**config.mk**
```make
export PLATFORM = sky130hd
export DESIGN_NAME = alu_issue_unit
export DESIGN_NICKNAME = d
export VERILOG_FILES = /design/src/rtl/alu_issue_unit.sv
export SDC_FILE = /design/constraint.sdc
export NUM_CORES = 1
export LEC_CHECK = 0
export ABC_AREA = 1
export CAP_MARGIN = 0
export CELL_PAD_IN_SITES_DETAIL_PLACEMENT = 2
export CELL_PAD_IN_SITES_GLOBAL_PLACEMENT = 2
export CORE_ASPECT_RATIO = 1.75
export CORE_MARGIN = 4
export CORE_UTILIZATION = 38
export CTS_CLUSTER_SIZE = 25
export DETAILED_ROUTE_END_ITERATION = 6
export DONT_BUFFER_PORTS = 1
export HOLD_SLACK_MARGIN = 0.06
export PLACE_DENSITY = 0.92
export SETUP_SLACK_MARGIN = 0.4
export SYNTH_ARGS = -nofsm -noshare
export SYNTH_HDL_FRONTEND = slang
export SYNTH_SLANG_ARGS = --single-unit
export TNS_END_PERCENT = 30
```
**constraint.sdc**
```tcl
create_clock -name clk -period 5.7 [get_ports clk]
set_input_delay 1.14 -clock clk [delete_from_list [all_inputs] [get_ports clk]]
set_output_delay 1.14 -clock clk [all_outputs]
set_load 0.05 [all_outputs]
```
**src/rtl/alu_issue_unit.sv**
```systemverilog
`default_nettype none
// ============================================================================
// Module   : alu_issue_unit
// Brief    : Registered valid/ready initiator for the single-cycle ALU.
//            Decodes alu_op/funct3/funct7b5 to ALU sel, issues from S1,
//            captures the ALU output into an S2 response register.
// Revision : 1.0 - initial release
// ============================================================================
module alu_issue_unit #(
    parameter int WIDTH = 32,
    parameter int ERRW  = 8
) (
    input  logic             clk,
    input  logic             reset,
    input  logic             req_valid,
    output logic             req_ready,
    input  logic [1:0]       req_alu_op,
    input  logic [2:0]       req_funct3,
    input  logic             req_funct7b5,
    input  logic [WIDTH-1:0] req_a,
    input  logic [WIDTH-1:0] req_b,
    output logic [WIDTH-1:0] alu_a,
    output logic [WIDTH-1:0] alu_b,
    output logic [2:0]       alu_sel,
    input  logic [WIDTH-1:0] alu_result,
    input  logic             alu_zero,
    output logic             rsp_valid,
    input  logic             rsp_ready,
    output logic [WIDTH-1:0] rsp_result,
    output logic             rsp_zero,
    output logic             rsp_illegal,
    output logic [ERRW-1:0]  err_count
);

    localparam logic [2:0] c_sel_add = 3'b000;
    localparam logic [2:0] c_sel_sub = 3'b001;
    localparam logic [2:0] c_sel_and = 3'b010;
    localparam logic [2:0] c_sel_or  = 3'b011;
    localparam logic [2:0] c_sel_slt = 3'b101;

    localparam logic [1:0] c_op_mem    = 2'b00;
    localparam logic [1:0] c_op_branch = 2'b01;
    localparam logic [1:0] c_op_rtype  = 2'b10;

    // S1 issue register
    logic             r_s1_valid;
    logic [WIDTH-1:0] r_s1_a;
    logic [WIDTH-1:0] r_s1_b;
    logic [2:0]       r_s1_sel;
    logic             r_s1_illegal;

    // S2 response register
    logic             r_rsp_valid;
    logic [WIDTH-1:0] r_rsp_result;
    logic             r_rsp_zero;
    logic             r_rsp_illegal;
    logic [ERRW-1:0]  r_err_count;

    logic [2:0]       w_sel;
    logic             w_illegal;
    logic             w_s2_free;
    logic             w_s1_adv;
    logic             w_req_ready;
    logic             w_accept;

    always_comb begin
        w_sel     = c_sel_add;
        w_illegal = 1'b0;
        case (req_alu_op)
            c_op_mem:    w_sel = c_sel_add;
            c_op_branch: w_sel = c_sel_sub;
            default: begin
                case (req_funct3)
                    // Only R-type uses bit 30 to select subtract.
                    3'b000: w_sel = (req_alu_op == c_op_rtype && req_funct7b5) ? c_sel_sub : c_sel_add;
                    3'b010: w_sel = c_sel_slt;
                    3'b110: w_sel = c_sel_or;
                    3'b111: w_sel = c_sel_and;
                    default: begin
                        w_sel     = c_sel_add;
                        w_illegal = 1'b1;
                    end
                endcase
            end
        endcase
    end

    assign w_s2_free   = !r_rsp_valid || rsp_ready;
    assign w_s1_adv    = r_s1_valid && w_s2_free;
    assign w_req_ready = !r_s1_valid || w_s1_adv;
    assign w_accept    = req_valid && w_req_ready;

    always_ff @(posedge clk or posedge reset) begin
        if (reset) begin
            r_s1_valid   <= 1'b0;
            r_s1_a       <= '0;
            r_s1_b       <= '0;
            r_s1_sel     <= c_sel_add;
            r_s1_illegal <= 1'b0;
        end else if (w_accept) begin
            r_s1_valid   <= 1'b1;
            r_s1_a       <= req_a;
            r_s1_b       <= req_b;
            r_s1_sel     <= w_sel;
            r_s1_illegal <= w_illegal;
        end else if (w_s1_adv) begin
            r_s1_valid   <= 1'b0;
        end
    end

    always_ff @(posedge clk or posedge reset) begin
        if (reset) begin
            r_rsp_valid   <= 1'b0;
            r_rsp_result  <= '0;
            r_rsp_zero    <= 1'b0;
            r_rsp_illegal <= 1'b0;
        end else if (w_s1_adv) begin
            // Illegal ops still pass through the ALU; its output is dropped here.
            r_rsp_valid   <= 1'b1;
            r_rsp_result  <= r_s1_illegal ? '0 : alu_result;
            r_rsp_zero    <= r_s1_illegal ? 1'b0 : alu_zero;
            r_rsp_illegal <= r_s1_illegal;
        end else if (rsp_ready) begin
            r_rsp_valid   <= 1'b0;
        end
    end

    always_ff @(posedge clk or posedge reset) begin
        if (reset) begin
            r_err_count <= '0;
        end else if (w_accept && w_illegal && (r_err_count != {ERRW{1'b1}})) begin
            r_err_count <= r_err_count + 1'b1;
        end
    end

    assign req_ready   = w_req_ready;
    assign alu_a       = r_s1_a;
    assign alu_b       = r_s1_b;
    assign alu_sel     = r_s1_sel;
    assign rsp_valid   = r_rsp_valid;
    assign rsp_result  = r_rsp_result;
    assign rsp_zero    = r_rsp_zero;
    assign rsp_illegal = r_rsp_illegal;
    assign err_count   = r_err_count;

endmodule
`default_nettype wire

```
# Yosys cells after proc, flatten, opt, wreduce, memory -nomap -nowiden
# Index checks and enable logic that the tools add are counted.
# totals
regBits,112
latch_bits,0
ram_bits,0
rom_bits,0
inputBits,107
out_inout_bits,111
word_cells,43
mem_count,0
# classes
add_sub_neg,1
n_mul,0
n_div,0
n_lt_le_gt_ge,0
n_eq_ne,6
shift,0
muxes,11
bitwise,0
reduce_logical,15
# op_table
operator,n
$mux 32,1
$pmux 3 s4,1
$add 8x1->8 const B,1
$mux 1,8
$ne 8x8->1 const B,1
$eq 3x3->1 const B,2
$pmux 3 s2,1
$logic_and 1x1->1,5
$reduce_bool 2->1,2
$reduce_or 4->1,1
$eq 3x2->1 const B,1
$logic_not 3->1,1
$eq 2x1->1 const B,1
$eq 2x2->1 const B,1
$logic_not 1->1,2
$logic_not 2->1,1
$logic_or 1x1->1,2
$reduce_or 2->1,1

# Depth between registers and ports, before layout
# Gate-level depths: netlist of run 1.
# depth
ltp_word,7
ltp_mapped,8
ltp_nobuf,7

# Worst setup path before layout of run 1
# No wires, ideal clock.
# synth_timing
path_kind,in2out
startpoint,input port rsp_ready
endpoint,output port req_ready
t_arrival_ns,1.465
required_ns,4.560
setup_slack_ns,3.095
cell_stages,2
n_path_buf,0
cell_sequence,inv_1 > nand3_2
# synth_between
elab_chain_len,3
# synth_lines
element,line,rtl
"start, declared",28,"input logic rsp_ready,"
$logic_or 1x1->1,88,assign w_s2_free = !r_rsp_valid || rsp_ready;
$logic_and 1x1->1,89,assign w_s1_adv = r_s1_valid && w_s2_free;
$logic_or 1x1->1,90,assign w_req_ready = !r_s1_valid || w_s1_adv;
"end, declared",16,"output logic req_ready,"
# Every way passes these cells.

# Final worst setup path of run 1
# Ends and elaborated chain as after synthesis.

==> run metrics, run 1 <==
outcome complete, no violations; Max Cap Viol 0; period utilisation layout 46.4%; Critical Path AT 1.50 ns; Port Buf Inserts 0; post-route cell area 4770 um2; Slew @ Worst Pin 1.11 ns; Final ANT Viol Nets 0; Die Width 89.3 um; CP Class in -> out; Clk pin slew, worst setup/hold paths 0.07 ns; Setup Viol. Count Final 0; core area 11200 um2; Critical Path RT 4.56 ns; Detailed Route Iter0 Violations 93; top_reg_cell synth dfrtp_1; Synth top area share 63.8%; Hold Crit Class reg -> reg; Pins Over Slew Limit 0; Net Count, Synth 557; Antenna diodes 0; Bufs and invs on worst path 1; initial antenna violation count 0; Area growth syn-to-layout 8.60%; cts bufs inserted 9; Non-Filler Instances 579; CP startpoint kind input port; Syn Area/Cell 9.78 um2; CTS Sinks 112; unrepaired setup endpoints after global routing false; root buffer cell clkbuf_16; register-to-register setup slack 3.15 ns; crit end category output pin; synth cell count leaders nand2_1 (233), dfrtp_1 (112), a22o_1 (33); f_max 0.378 GHz; GPL Wtd Cong 0.763; Slew HR 26.3%; die footprint 13400 um2; register area share after synthesis 63.8%; total gr overflow 0; yosys warns 0; hold_buf cts 0; leakage dissipation 0.00247 uW; CTS-repair resized insts 0; CTS Buffer Depth 2; drt drc 0; routed via count 3168; Overall Global Routing Usage 18.8%; DRT Wirelength 12700 um; layout cells sized above 1 6.04%; slowest CP cell nand3_2; drt wl/cell 21.9 um; Async S/R FF share, synth 100%; setup bufs post-CTS 0; most common cell in the netlist nand2_1; Rows 51; Cells after Synth 449; pwr/cell area 538 nW/um2; HPWL Detailed 9350 um; H-Tree Depth 3; EDFF count, synth 0; Die Y 150 um; CP top delay family simple AND/OR/NAND/NOR gates; Placed Cells 563; Synth cell types 23; Max FO, Critical Path 3; Hold Vio Cnt, Final 0; CTS tree yes; clock latency on the worst-skew pair 0.35 ns; Slowest Stage Delay on Critical Path 0.29 ns; first-pass GRT wire length 19100 um; Yosys reg bits 112; I/O Pins 218; Final min period 2.64 ns; crit path cell chain inv_1 > nand3_2; Setup Skew 0.0100 ns; synth top area cells dfrtp_1 (64%), nand2_1 (20%), a22o_1 (6.6%); peak supply drop 294 uV; fin nets 550; leading area contributor after synthesis dfrtp_1; Post-Route Setup TNS 0 ns; Initial Util 39.1%; DR pass1 iterations 4; Syn Std Cell Area 4390 um2; largest net degree at the start of global routing 72; DR vias/cell 5.47; number of global-route vias before repair 3539; Cell Area, Placed 4440 um2
sequential cells by signal, indices dropped and copies added (netlist names):
signal,count
alu_b,32
rsp_zero,1
rsp_illegal,1
rsp_result,32
r_s1_illegal,1
alu_a,32
rsp_valid,1
alu_sel,3
r_s1_valid,1
err_count,8
worst paths after layout:
path	cells past startpoint	endpoint	startpoint
setup / recovery	2	req_ready	rsp_ready
hold / removal	2	r_s1_illegal	r_s1_illegal
setup reg to reg	7	err_count[5]	rsp_valid
hold reg to reg	2	r_s1_illegal	r_s1_illegal
max in group asynchronous	2	rsp_result[25]	reset
min in group asynchronous	1	alu_b[22]	reset
placed cells by master, fill, tap and decap left out:
master     count
nand3_2        1
xor2_1         3
a21oi_1        1
buf_4          2
inv_8          2
o21ai_0        4
nand4_1        1
dfrtp_1      112
ha_1           1
clkinv_4       1
nor2_1         5
a22o_1        33
nand2_1      233
inv_2          1
o31ai_1        1
clkbuf_16      9
nand2_4        1
o211ai_1       1
inv_6          2
nand2_2        3
inv_1         11
nand3_1       12
inv_4          1
nor3_1         1
bufinv_16      2
nor2_4         2
o21bai_1       1
routing by layer:
layer	wire, um	part of all wire [%]	GRT usage, %	up-vias
li1	-	-	-	1408
met1	3940	31	18.5	1602
met4	282	2.2	8.35	0
met2	7200	57	34.6	138
met5	0	0	0	-
met3	1270	10	6.02	20
layout make-up:
class / count / area, um2
Clock inverter: 7 / 109
Sequential cell: 112 / 2800
Fill cell: 1201 / 6460
Tap cell: 132 / 165
Timing Repair Buffer: 2 / 15.0
Multi-Input combinational cell: 304 / 1400
Clock buffer: 9 / 225
Inverter: 13 / 51.3
stage by stage:
| step | hold WS (ns) | util, % | total power, uW | setup WS, ns |
|---|---|---|---|---|
| after global placement | 0.597 | 39.5 | 1860 | 2.86 |
| after floorplan | 0.562 | - | 1790 | 1.60 |
| final | 0.615 | 42.5 | 2560 | 3.06 |
| after detailed placement | 0.611 | 39.5 | 1890 | 2.77 |
| after global routing | 0.655 | 42.5 | 2680 | 2.95 |
| after CTS | 0.622 | 42.5 | 2600 | 3.05 |
tightest hold or removal path, delay by kind of cell (launching register included):
family / cells / cell delay [ns]
AOI/OAI and AO/OA: 1 / 0.07
buffers and inverters: 1 / 0.09
DFF: 1 / 0.41
cell families (layout without fill, tap and decap cells):
kind of cell	count (synthesis)	in the layout	share of synthesized area, %
XOR/XNOR	3	3	0.598
AO/OA/AOI/OAI	41	41	7.66
flip-flops	112	112	63.8
AND/OR/NAND/NOR	259	259	23.4
adder cells (fa/ha/maj)	1	1	0.285
buffers and inverters	33	31	4.27
where the power goes:
part / switching [uW] / internal (uW) / total (uW) / leakage [uW]
logic: 161 / 101 / 262 / 0.000916
clock network: 307 / 396 / 703 / 0.000164
registers: 669 / 931 / 1600 / 0.00139
No activity file was read; power rests on OpenSTA's default activity.
==> inputs of run 2 (changes only) <==
CORE_UTILIZATION = 32   (was 38)
PLACE_DENSITY = 0.84   (was 0.92)
clock period = 2.3 ns   (was 5.7 ns; I/O delays follow)
==> run metrics, run 2 (synthesized netlist as in run 1, its figures left out) <==
outcome complete, no violations; Slew HR 49.8%; CP Class reg -> out; Min Hold Slack 0.162 ns; DR vias/cell 5.03; Pins Over Slew Limit 0; Non-Filler Instances 634; first-pass GRT wire length 19700 um; root buffer cell clkbuf_16; H-Tree Depth 3; Critical Path RT 1.84 ns; number of global-route vias before repair 3587; Final min period 1.72 ns; Post-Route Setup TNS 0 ns; Hold Crit Class in -> async; Initial Util 32.7%; Die Y 163 um; Critical Path AT 1.26 ns; slowest CP cell dfrtp_2; initial antenna violation count 0; CP startpoint kind flop; CTS-repair resized insts 1; post-route setup slack 0.578 ns; Placed Cells 619; drt wl/cell 20.4 um; peak supply drop 447 uV; Max FO, Critical Path 3; # fillers 1517; pwr/cell area 1280 nW/um2; unrepaired setup endpoints after global routing false; setup bufs post-CTS 0; Overall Global Routing Usage 16.5%; drt drc 0; commonest non-fill, non-tap cell in the layout nand2_1; CTS tree yes; routed via count 3191; Setup Viol. Count Final 0; core area 13500 um2; Area growth syn-to-layout 11.8%; Rows 56; cts bufs inserted 9; I/O Pins 218; die footprint 15700 um2; Clk pin slew, worst setup/hold paths 0.08 ns; total gr overflow 0; CTS Buffer Depth 2; CTS Sinks 112; clock latency on the worst-skew pair 0.34 ns; crit end category output pin; Post-Place Setup Slack 0.470 ns; Antenna diodes 0; DR pass1 iterations 4; leakage dissipation 0.00253 uW; Detailed Route Iter0 Violations 87; Final ANT Viol Nets 0; Slew @ Worst Pin 0.751 ns; area of the multi-input gates 1400 um2; Die Width 96.6 um; largest net degree at the start of global routing 113; Slowest Stage Delay on Critical Path 0.56 ns; layout cells sized above 1 8.91%; register area 2800 um2; DRT Wirelength 12900 um; GPL Wtd Cong 0.736; Hold Vio Cnt, Final 0; f_max 0.581 GHz; hold_buf cts 0; Setup Skew 0.00956 ns; leading cell types in the layout, fill and taps excluded nand2_1 (233), dfrtp_1 (111), a22o_1 (33), buf_4 (15), nand3_1 (12); crit path cell chain nand3_2 > buf_4; HPWL Detailed 9680 um; Port Buf Inserts 0; fin nets 564; Max Cap Viol 0; period utilisation layout 74.9%
-- run 2: cell count changes in the layout (fill, tap and decap cells not counted), sizes merged --
| cell | previous run | this run |
|---|---|---|
| clkinv | 1 | 2 |
| buf | 2 | 16 |
| inv | 17 | 14 |
| clkbuf | 9 | 10 |
| bufinv | 2 | 1 |
| clkinvlp | 0 | 1 |
-- run 2: power by group --
group	internal, uW	switching (uW)
sequential	2310	1510
combinational	300	546
clock	881	715
-- run 2: area by class of cell --
cell class / count / share of cell area [%]
sequential: 112 / 57.1
multi-input combinational: 304 / 28.5
clock buffer: 10 / 4.86
tap: 174 / 4.43
timing repair buffer: 16 / 2.70
clock inverter: 5 / 1.32
inverter: 13 / 1.07
-- run 2: worst max-delay path: cells and delay by family (launching register included) --
kind	cells	cell delay, ns
flops	1	0.56
simple gates	1	0.15
buf+inv	1	0.22
-- run 2: through the flow --
stage / area, um2 / util [%] / total power [uW]
final: 4910 / 36.5 / 6270
after CTS: 4910 / 36.5 / 6380
after detailed placement: 4610 / 34.3 / 4740
after global placement: 4610 / 34.3 / 4670
after global routing: 4910 / 36.5 / 6580
after floorplan: 4400 / - / 4430
-- run 2: path summary, 6_finish.rpt --
| path | start | end | depth (start not counted) | slack, ns |
|---|---|---|---|---|
| min reg2reg | err_count[2] | err_count[2] | 2 | 0.59 |
| min in group clk | req_a[20] | alu_a[20] | 2 | 0.22 |
| min | reset | alu_b[16] | 2 | 0.16 |
| max in group asynchronous | reset | rsp_valid | 2 | 1.64 |
| max reg2reg | rsp_valid | rsp_result[8] | 4 | 0.61 |
| max | rsp_valid | req_ready | 2 | 0.58 |
-- run 2: routing by layer --
metal  up-vias  track usage [%]  wire [um]
li1       1428                -          -
met1      1605             15.9       4000
met2       137             30.4       7360
met3        21             6.24       1240
met4         0             6.58        328
met5         -                0          0
